==> src/rtl/timer_ctrl_ckt_pkg.sv <==
// Shared types and constants for the countdown timer: FSM encoding, time record
// and the borrow-chain decrement used on every second tick.
package timer_pkg;

  localparam int MAX_HOUR = 11;
  localparam int MAX_MIN  = 59;
  localparam int MAX_SEC  = 59;

  typedef enum logic [1:0] {
    ST_IDLE  = 2'd0,
    ST_RUN   = 2'd1,
    ST_PAUSE = 2'd2,
    ST_DONE  = 2'd3
  } state_t;

  typedef struct packed {
    logic [3:0] hours;
    logic [5:0] mins;
    logic [5:0] secs;
  } hms_t;

  function automatic logic hms_is_zero(input hms_t t);
    return (t == '0);
  endfunction

  // One-second decrement with borrow; saturates at zero so a stray tick can never wrap.
  function automatic hms_t hms_dec(input hms_t t);
    hms_t r;
    r = t;
    if (hms_is_zero(t)) begin
      r = '0;
    end else if (t.secs != 6'd0) begin
      r.secs = t.secs - 6'd1;
    end else begin
      r.secs = 6'(MAX_SEC);
      if (t.mins != 6'd0) begin
        r.mins = t.mins - 6'd1;
      end else begin
        r.mins  = 6'(MAX_MIN);
        r.hours = t.hours - 4'd1;
      end
    end
    return r;
  endfunction

endpackage

==> src/rtl/timer_ctrl_ckt_if.sv <==
// Button/display bundle between the timer core and its user (panel or testbench).
interface timer_ctrl_ckt_if;

  logic       btn_hour;
  logic       btn_min;
  logic       btn_start;
  logic       btn_clear;
  logic [3:0] hours_cur;
  logic [5:0] mins_cur;
  logic [5:0] secs_cur;
  logic       running;
  logic       alarm;

  modport master (
    output btn_hour, btn_min, btn_start, btn_clear,
    input  hours_cur, mins_cur, secs_cur, running, alarm
  );

  modport slave (
    input  btn_hour, btn_min, btn_start, btn_clear,
    output hours_cur, mins_cur, secs_cur, running, alarm
  );

endinterface

==> src/rtl/timer_ctrl_ckt_sec_tick_gen.sv <==
// Prescaler producing a one-cycle sec_tick every TICKS_PER_SEC enabled cycles;
// the count holds while enable is low so a paused timer resumes at the same phase.
module sec_tick_gen #(
  parameter int TICKS_PER_SEC = 50_000_000
) (
  input  logic clk,
  input  logic rst_n,
  input  logic enable,
  input  logic clear,
  output logic sec_tick
);

  localparam int CW = (TICKS_PER_SEC > 1) ? $clog2(TICKS_PER_SEC) : 1;
  localparam logic [CW-1:0] LAST = CW'(TICKS_PER_SEC - 1);

  logic [CW-1:0] r_cnt;
  logic          w_at_last;

  assign w_at_last = (r_cnt == LAST);
  assign sec_tick  = enable && w_at_last;

  always_ff @(posedge clk) begin
    if (!rst_n) begin
      r_cnt <= '0;
    end else if (clear) begin
      r_cnt <= '0;
    end else if (enable) begin
      r_cnt <= w_at_last ? '0 : r_cnt + 1'b1;
    end
  end

endmodule

==> src/rtl/timer_ctrl_ckt.sv <==
// Countdown timer core: set h:m in IDLE, count down once per second in RUN,
// pause/resume, and raise alarm on reaching 00:00:00.
import timer_pkg::*;

module timer_ctrl_ckt #(
  parameter int TICKS_PER_SEC = 50_000_000
) (
  input  logic              clk,
  input  logic              rst_n,
  timer_ctrl_ckt_if.slave   bus
);

  state_t     r_state;
  hms_t       r_time;
  logic [3:0] r_preset_h;
  logic [5:0] r_preset_m;
  logic       r_running;
  logic       r_alarm;

  logic       w_tick;
  logic       w_pre_en;
  logic       w_pre_clr;
  hms_t       w_dec;
  hms_t       w_preset;
  logic       w_dec_zero;
  logic       w_time_zero;

  assign w_pre_en    = (r_state == ST_RUN);
  assign w_pre_clr   = (r_state == ST_IDLE) || (r_state == ST_DONE);
  assign w_dec       = hms_dec(r_time);
  assign w_dec_zero  = hms_is_zero(w_dec);
  assign w_time_zero = hms_is_zero(r_time);
  assign w_preset    = '{hours: r_preset_h, mins: r_preset_m, secs: 6'd0};

  sec_tick_gen #(
    .TICKS_PER_SEC (TICKS_PER_SEC)
  ) u_sec_tick_gen (
    .clk      (clk),
    .rst_n    (rst_n),
    .enable   (w_pre_en),
    .clear    (w_pre_clr),
    .sec_tick (w_tick)
  );

  always_ff @(posedge clk) begin
    if (!rst_n) begin
      r_state    <= ST_IDLE;
      r_time     <= '0;
      r_preset_h <= '0;
      r_preset_m <= '0;
      r_running  <= 1'b0;
      r_alarm    <= 1'b0;
    end else begin
      case (r_state)
        ST_IDLE: begin
          if (bus.btn_clear) begin
            r_time <= '0;
          end else if (bus.btn_start) begin
            // Starting from 00:00:00 would finish instantly, so it is refused.
            if (!w_time_zero) begin
              r_preset_h <= r_time.hours;
              r_preset_m <= r_time.mins;
              r_state    <= ST_RUN;
              r_running  <= 1'b1;
            end
          end else begin
            if (bus.btn_hour) begin
              r_time.hours <= (r_time.hours == 4'(MAX_HOUR)) ? 4'd0 : r_time.hours + 4'd1;
            end
            if (bus.btn_min) begin
              r_time.mins <= (r_time.mins == 6'(MAX_MIN)) ? 6'd0 : r_time.mins + 6'd1;
            end
          end
        end

        ST_RUN: begin
          if (bus.btn_clear) begin
            r_time    <= w_preset;
            r_state   <= ST_IDLE;
            r_running <= 1'b0;
          end else if (w_tick) begin
            // Reaching zero wins over a coincident start: the alarm must fire.
            r_time <= w_dec;
            if (w_dec_zero) begin
              r_state   <= ST_DONE;
              r_running <= 1'b0;
              r_alarm   <= 1'b1;
            end else if (bus.btn_start) begin
              r_state   <= ST_PAUSE;
              r_running <= 1'b0;
            end
          end else if (bus.btn_start) begin
            r_state   <= ST_PAUSE;
            r_running <= 1'b0;
          end
        end

        ST_PAUSE: begin
          if (bus.btn_clear) begin
            r_time  <= w_preset;
            r_state <= ST_IDLE;
          end else if (bus.btn_start) begin
            r_state   <= ST_RUN;
            r_running <= 1'b1;
          end
        end

        ST_DONE: begin
          if (bus.btn_clear || bus.btn_start) begin
            r_time  <= w_preset;
            r_state <= ST_IDLE;
            r_alarm <= 1'b0;
          end
        end

        default: begin
          r_state   <= ST_IDLE;
          r_running <= 1'b0;
          r_alarm   <= 1'b0;
        end
      endcase
    end
  end

  assign bus.hours_cur = r_time.hours;
  assign bus.mins_cur  = r_time.mins;
  assign bus.secs_cur  = r_time.secs;
  assign bus.running   = r_running;
  assign bus.alarm     = r_alarm;

endmodule

==> src/flat_wrapper.sv <==
// flat-port wrapper written by rule: the top's interface ports become plain ports
module timer_ctrl_ckt_flat 
#(
  parameter int TICKS_PER_SEC = 50_000_000
)
  (clk, rst_n, bus_btn_hour, bus_btn_min, bus_btn_start, bus_btn_clear, bus_hours_cur, bus_mins_cur, bus_secs_cur, bus_running, bus_alarm);
  timer_ctrl_ckt_if bus_i ();
  input  logic clk;
  input  logic rst_n;
  input wire logic [$bits(bus_i.btn_hour)-1:0] bus_btn_hour;
  input wire logic [$bits(bus_i.btn_min)-1:0] bus_btn_min;
  input wire logic [$bits(bus_i.btn_start)-1:0] bus_btn_start;
  input wire logic [$bits(bus_i.btn_clear)-1:0] bus_btn_clear;
  output wire logic [$bits(bus_i.hours_cur)-1:0] bus_hours_cur;
  output wire logic [$bits(bus_i.mins_cur)-1:0] bus_mins_cur;
  output wire logic [$bits(bus_i.secs_cur)-1:0] bus_secs_cur;
  output wire logic [$bits(bus_i.running)-1:0] bus_running;
  output wire logic [$bits(bus_i.alarm)-1:0] bus_alarm;
  assign bus_i.btn_hour = bus_btn_hour;
  assign bus_i.btn_min = bus_btn_min;
  assign bus_i.btn_start = bus_btn_start;
  assign bus_i.btn_clear = bus_btn_clear;
  assign bus_hours_cur = bus_i.hours_cur;
  assign bus_mins_cur = bus_i.mins_cur;
  assign bus_secs_cur = bus_i.secs_cur;
  assign bus_running = bus_i.running;
  assign bus_alarm = bus_i.alarm;
  timer_ctrl_ckt #(.TICKS_PER_SEC(TICKS_PER_SEC)) u_core (.clk(clk), .rst_n(rst_n), .bus(bus_i));
endmodule
==> config.mk <==
export PLATFORM = sky130hd
export DESIGN_NAME = timer_ctrl_ckt_flat
export DESIGN_NICKNAME = d
export VERILOG_FILES = /design/src/rtl/timer_ctrl_ckt_pkg.sv /design/src/rtl/timer_ctrl_ckt_if.sv /design/src/rtl/timer_ctrl_ckt_sec_tick_gen.sv /design/src/rtl/timer_ctrl_ckt.sv /design/src/flat_wrapper.sv
export SDC_FILE = /design/constraint.sdc
export NUM_CORES = 1
export LEC_CHECK = 0
export BUFFER_PORTS_ARGS = -buffer_cell sky130_fd_sc_hd__buf_2
export CORE_ASPECT_RATIO = 0.75
export CORE_UTILIZATION = 55
export CTS_BUF_LIST = sky130_fd_sc_hd__clkbuf_16
export DETAILED_ROUTE_END_ITERATION = 8
export GPL_TIMING_DRIVEN = 0
export PLACE_DENSITY = 0.77
export SYNTH_ARGS = -nofsm -noshare
export SYNTH_HDL_FRONTEND = slang
export SYNTH_SLANG_ARGS = --single-unit
export TNS_END_PERCENT = 100
==> constraint.sdc <==
create_clock -name clk -period 2.85 [get_ports clk]
set_input_delay 0 -clock clk [delete_from_list [all_inputs] [get_ports clk]]
set_output_delay 0 -clock clk [all_outputs]
set_load 0.05 [all_outputs]
Word-level counts from Yosys, hierarchy flattened. Cells that the tools add are included.

Add/subtract/negate cells: 6. Multipliers: 0. Divide/modulo/power cells: 0. Magnitude comparators: 0. Equal/unequal tests: 22. Shift-type cells: 0. Multiplexer cells: 44. Bitwise logic cells: 3. Reduce and logical (&&, ||, !) cells: 18.

Operators with widths (count): $mux W16 (5); $pmux W16 S4 (1); $logic_not A16 Y1 (2); $mux W10 (3); $mux W6 (5); $add A26 B1 Y26 const B (1); $eq A26 B26 Y1 const B (1); $mux W26 (1); $mux W2 (10); $reduce_and A5 Y1 (4); $ne A2 B2 Y1 const B (9); $mux W1 (13); $mux W4 (3); $ne A3 B3 Y1 const B (4); $reduce_bool A6 Y1 (2); $sub A6 B1 Y6 const B (2); $pmux W2 S4 (1); $reduce_and A4 Y1 (2); $add A6 B1 Y6 const B (1); $eq A6 B6 Y1 const B (1); $reduce_and A6 Y1 (1); $add A4 B1 Y4 const B (1); $eq A2 B2 Y1 const B (2); $eq A4 B4 Y1 const B (1); 13 further kinds (17).

Flip-flop bits (word level): 56. Latch bits: 0. Memory bits (writable): 0. Memory bits (read-only): 0. Input bits: 6. Output and inout bits: 18. Word-level logic and storage cells: 102. Memories kept: 0.

Depth between registers and ports, before layout.
Depth after elaboration: 9. Mapped depth: 11. Gate-level depth less buffers: 9.

Cells and area by module. From an unflattened synthesis, not the netlist that was laid out.

Cells, all modules: 452. Area, all modules: 3585.9 sq um.

Modules (own cells, without submodules): timer_ctrl_ckt (times used 1, cells each 308, area an instance 2323.5 sq um, seq. area each 600.6 sq um); sec_tick_gen (times used 1, cells each 144, area an instance 1262.5 sq um, seq. area each 520.5 sq um).

Worst setup path before layout. Ideal clock, no wire load.

Path type: reg2reg. Start: register u_core.r_time (netlist bit u_core.bus.secs_cur[0]). End: register u_core.r_state[1]. Library setup time: 91 ps. Arrival time: 2877 ps. Required time: 2759 ps. Setup slack: -118 ps. Stages on the path, launching flop included: 11. Period minus slack after synthesis: 2968 ps. Path through: dfxtp_1 > clkbuf_1 > inv_1 > ha_1 > nor2b_1 > clkbuf_1 > nand3_1 > mux2_2 > a211o_1 > or4_1 > a311oi_1.

Word-level cells in the longest chain between the ends: 8.

RTL lines: from (decl) (RTL line timer_ctrl_ckt.sv:14) `hms_t r_time;`; from (signal assigned) (RTL line timer_ctrl_ckt.sv:78) `r_time <= w_preset;`; from (signal assigned) (RTL line timer_ctrl_ckt.sv:83) `r_time <= w_dec;`; from (signal assigned) (RTL line timer_ctrl_ckt.sv:100) `r_time <= w_preset;`; $sub A6 B1 Y6 or $reduce_bool A6 Y1 (tied branches) (RTL line timer_ctrl_ckt_pkg.sv:33, timer_ctrl_ckt_pkg.sv:32); $mux W6 or $mux W10 (tied branches) (RTL line timer_ctrl_ckt_pkg.sv:32) `end else if (t.secs != 6'd0) begin`; $mux W16 (RTL line timer_ctrl_ckt_pkg.sv:30) `if (hms_is_zero(t)) begin`; $logic_not A16 Y1 (RTL line timer_ctrl_ckt_pkg.sv:23) `return (t == '0);`; $mux W2 (RTL line timer_ctrl_ckt.sv:84) `if (w_dec_zero) begin`; $mux W2 (RTL line timer_ctrl_ckt.sv:81) `end else if (w_tick) begin`; $mux W2 (RTL line timer_ctrl_ckt.sv:77) `if (bus.btn_clear) begin`; $pmux W2 S4 (RTL line timer_ctrl_ckt.sv:54) `case (r_state)`; to (signal assigned) (RTL line timer_ctrl_ckt.sv:79) `r_state <= ST_IDLE;`; to (signal assigned) (RTL line timer_ctrl_ckt.sv:85) `r_state <= ST_DONE;`; to (signal assigned) (RTL line timer_ctrl_ckt.sv:89) `r_state <= ST_PAUSE;`; to (decl) (RTL line timer_ctrl_ckt.sv:13) `state_t r_state;`.

Parallel ways exist; a longest one is shown, timed or not. A chain may end at the register's enable or synchronous reset.

Final worst setup path.
Start: register u_core.r_time (netlist bit u_core.bus.mins_cur[0]). End: register u_core.r_state[1].

Word-level cells in the longest chain between the ends: 9.

RTL lines: $sub A6 B1 Y6 or $reduce_bool A6 Y1 (tied branches) (RTL line timer_ctrl_ckt_pkg.sv:37, timer_ctrl_ckt_pkg.sv:36); $mux W6 or $mux W4 (tied branches) (RTL line timer_ctrl_ckt_pkg.sv:36) `if (t.mins != 6'd0) begin`; $mux W10 (RTL line timer_ctrl_ckt_pkg.sv:32); $mux W16 (RTL line timer_ctrl_ckt_pkg.sv:30); $logic_not A16 Y1 (RTL line timer_ctrl_ckt_pkg.sv:23); $mux W2 (RTL line timer_ctrl_ckt.sv:84); $mux W2 (RTL line timer_ctrl_ckt.sv:81); $mux W2 (RTL line timer_ctrl_ckt.sv:77); $pmux W2 S4 (RTL line timer_ctrl_ckt.sv:54).

Parallel ways exist; a longest one is shown, timed or not.

==> results.tsv <==
stage	metric	value	unit
cts	TritonCTS clock tree	built	
global_route	gr ovfl total	0	
die	die width	93.1	µm
synthesis	Post-Syn Instances	438	
global_route	Total GRT Usage	27.5	%
power	Switching Share	45.0	%
drt	First DRT Iteration DRCs	358	
timing	max frequency	366	MHz
synthesis	sequential area share after synthesis	32.8	%
placement	GP Congestion	0.909	
cells_and_area	Final Instance Area	0.00382	mm²
power	P_sw	1.42	mW
run_status	status	complete, no violations	
cts	CTS buffer count	5	
setup_path	crit path cell chain	inv_2 > ha_2 > or4b_4 > nor3_4 > a31oi_1 > a211o_1 > or4_1 > a311oi_1	
power	P_leak	1.37	nW
die	Cell Rows	24	
drt	routed len/inst	15.9	µm
cts	clk_lat worst skew	0.30	ns
global_route	largest net degree at the start of global routing	17	
hold_path	Hold Crit Endpoint	u_core.bus.alarm$_SDFFE_PN0P_	
power	PwrDens	825	mW/mm²
setup_path	R2R depth	8	
cells_and_area	fin util	64.6	%
setup_path	r2r endpoint	u_core.r_state[1]$_SDFFE_PN0P_	
timing	Hold Slack	0.106	ns
cells_and_area	Final nets	484	
drt	DRC viols	0	
die	die height	70.3	µm
synthesis	Post-synth EDFFs	0	
power	Int Pwr	1.73	mW
synthesis	Post-Syn Area per Cell	7.81	µm²
synthesis	Cell Area, Synth	0.00342	mm²
setup_path	Arr. time, crit path	2.95	ns
cells_and_area	Layout area overhead	11.7	%
placement	Placed Cells	539	
cells_and_area	most frequent cells in the layout	82 x nor2_1, 52 x dfxtp_1, 29 x nand2_1	
timing	sum of negative setup slack	0	ns
cts	clk sinks	56	
power	overall power	3.15	mW
hold_path	worst hold path class	primary input to flop	
cells_and_area	Diodes inserted	0	
hold_path	Hold Startpoint	bus_btn_start	
timing	relative slew slack	46.1	%
drt	ANT nets after route	0	
drt	routed wire length	8690	µm
placement	post-DP HPWL	6270	µm
placement	Buffers on Ports	23	
setup_path	WP data required	3.07	ns
drt	routed vias/inst	6.08	
setup_path	critical path fanouts, max	12	
synthesis	area leader, netlist	dfxtp_1	
cells_and_area	post-route insts no fill	545	
setup_path	Startpoint Class	flop	
timing	Post-Route Skew	0.0108	ns
synthesis	Unique masters post-synth	57	
synthesis	FF+latch count, synth	56	
cts	hold buffer count at CTS	0	
cells_and_area	Filler cells	515	
placement	Post-DP Area	0.00364	mm²
timing	max-slew violations	0	
power	power share of the combinational group	49.6	%
cts	Root Buffer	clkbuf_16	
synthesis	share of flip-flops with an asynchronous set or reset	0	%
synthesis	post-synth top area share	32.8	%
global_route	first-pass GRT wire length	14300	µm
global_route	initial antenna violation count	0	
setup_path	flop-to-flop setup slack	0.12	ns
cts	Max Root-Sink Buffers	2	
drt	1st-pass router iterations	5	
placement	Placement Setup Slack	-0.183	ns
die	die footprint	0.00654	mm²
power	Peak VDD IR	0.522	mV
die	core box area	0.00592	mm²
setup_path	Slowest Stage Delay on Critical Path	0.52	ns
drt	Vias	3315	
synthesis	main area contributors after synthesis	dfxtp_1 33%, nor2_1 9.0%, xor2_1 4.9%	
timing	Final min period	2.73	ns
timing	worst slew pin tran	0.808	ns
die	Initial Utilization	57.8	%
timing	RSZ-0062 raised after global routing	false	
setup_path	WS Path Type	flop to flop	
setup_path	Worst setup EP type	flop	
cells_and_area	fraction of layout cells with a size suffix above 1	12.8	%
timing	Final Hold Fails	0	
timing	Final Worst Setup Slack	0.117	ns
power	power share of the clock group	19.6	%
job	max cap viols	0	
synthesis	Top FF cell, synth	dfxtp_1	
synthesis	Synthesized Nets	456	
hold_path	hold path depth	3	
power	Sequential Power Share	30.8	%
cts	clock-pin transition on the worst setup and hold timing paths	0.08	ns
cells_and_area	commonest non-fill, non-tap cell in the layout	nor2_1	
timing	setup violators final	0	
setup_path	worst r2r src	u_core.bus.mins_cur[0]$_SDFFE_PN0P_	
synthesis	Syn. warnings	0	
global_route	vias in the first global route	2887	
cts	H-tree depth	2	
timing	crit share post-route	95.9	%
setup_path	Worst path slowest cell	or4_1	
die	Top-Level Pins	24	
-- Yosys cell counts (all sizes together) (5+ instances only) --
master	instances
o21ai	19
o211ai	5
inv	13
xnor2	9
dfxtp	56
nor2	82
xor2	19
nand3	22
nor3	13
clkbuf	21
mux2i	12
nor2b	6
a21oi	19
nand2	29
and3	7
a211oi	10
ha	12
nand4	14
nor3b	5
-- registers in the layout (all words and copies together), names as in the netlist --
name and cells:
u_core.bus.mins_cur 6, u_core.u_sec_tick_gen.r_cnt 26, u_core.bus.secs_cur 6, u_core.r_preset_h 4
u_core.r_state 2, u_core.bus.hours_cur 4, u_core.bus.alarm 1, u_core.bus.running 1
u_core.r_preset_m 6
-- routing by layer --
metal	part of all wire, %	GRT usage, %	wire length (µm)	vias to the layer above
met5	0	0	0	-
met4	1.0	8.72	87	0
met3	8.2	5.88	711	7
met2	41	37.3	3520	138
met1	50	42.2	4370	1543
li1	-	-	-	1627
-- area by class of cell --
type                            count  area, µm²  share of cell area [%]
Tap cell                           78       97.6                    2.55
Inverter                           13       48.8                    1.28
Clock inverter                      3       15.0                   0.393
Clock buffer                        5        125                    3.27
Multi-Input combinational cell    344       2190                    57.3
Timing Repair Buffer               24        123                    3.21
Buffer                             22       95.1                    2.49
Sequential cell                    56       1130                    29.5
-- power by group through the flow --
stage | clock, mW | sequential, mW | combinational, mW
finish | 0.618 | 0.972 | 1.56
global route | 0.655 | 0.985 | 1.70
CTS | 0.626 | 0.962 | 1.50
detailed placement | 0 | 0.955 | 1.50
global placement | 0 | 0.951 | 1.47
floorplan | 0 | 1.12 | 0.996
-- repair_timing --
action	CTS	global route
setup buffers	1	0
endpoints found under the setup margin	5	5
endpoints found under the hold margin	0	0
pin swaps	1	1
resized for setup	1	14
-- worst max path at each step --
stage | startpoint | depth (start not counted) | endpoint | slack, ns
6_report | u_core.bus.mins_cur[0]$_SDFFE_PN0P_ | 8 | u_core.r_state[1]$_SDFFE_PN0P_ | 0.12
3_5_place_dp | u_core.bus.mins_cur[0]$_SDFFE_PN0P_ | 9 | u_core.r_state[1]$_SDFFE_PN0P_ | -0.18
2_1_floorplan | u_core.bus.secs_cur[0]$_SDFFE_PN0P_ | 10 | u_core.r_state[1]$_SDFFE_PN0P_ | 0.04
3_3_place_gp | u_core.bus.mins_cur[0]$_SDFFE_PN0P_ | 9 | u_core.r_state[1]$_SDFFE_PN0P_ | -0.15
4_1_cts | u_core.bus.mins_cur[0]$_SDFFE_PN0P_ | 8 | u_core.r_state[1]$_SDFFE_PN0P_ | 0.04
5_1_grt | u_core.bus.hours_cur[0]$_SDFFE_PN0P_ | 9 | u_core.r_state[1]$_SDFFE_PN0P_ | 0.02
-- worst max-delay path, delay by kind of cell, from the launching register on --
kind	cells	cell delay [ns]
simple gates	3	1.21
compound gates	3	0.73
flops	1	0.39
fa+ha+maj	1	0.22
buf+inv	1	0.09
-- logic make-up (layout without fill, tap and decap cells) --
logic type | count (synthesis) | count (layout) | synth area share [%]
and+or+nand+nor | 203 | 203 | 29.8
DFF | 56 | 56 | 32.8
xor gates and xnor gates | 28 | 28 | 7.17
AOI/OAI and AO/OA | 88 | 88 | 17.6
muxes | 13 | 13 | 3.84
adders and majority gates | 12 | 12 | 4.39
buffers and inverters | 38 | 67 | 4.46
Note: power is estimated with default switching activity, not from simulation.
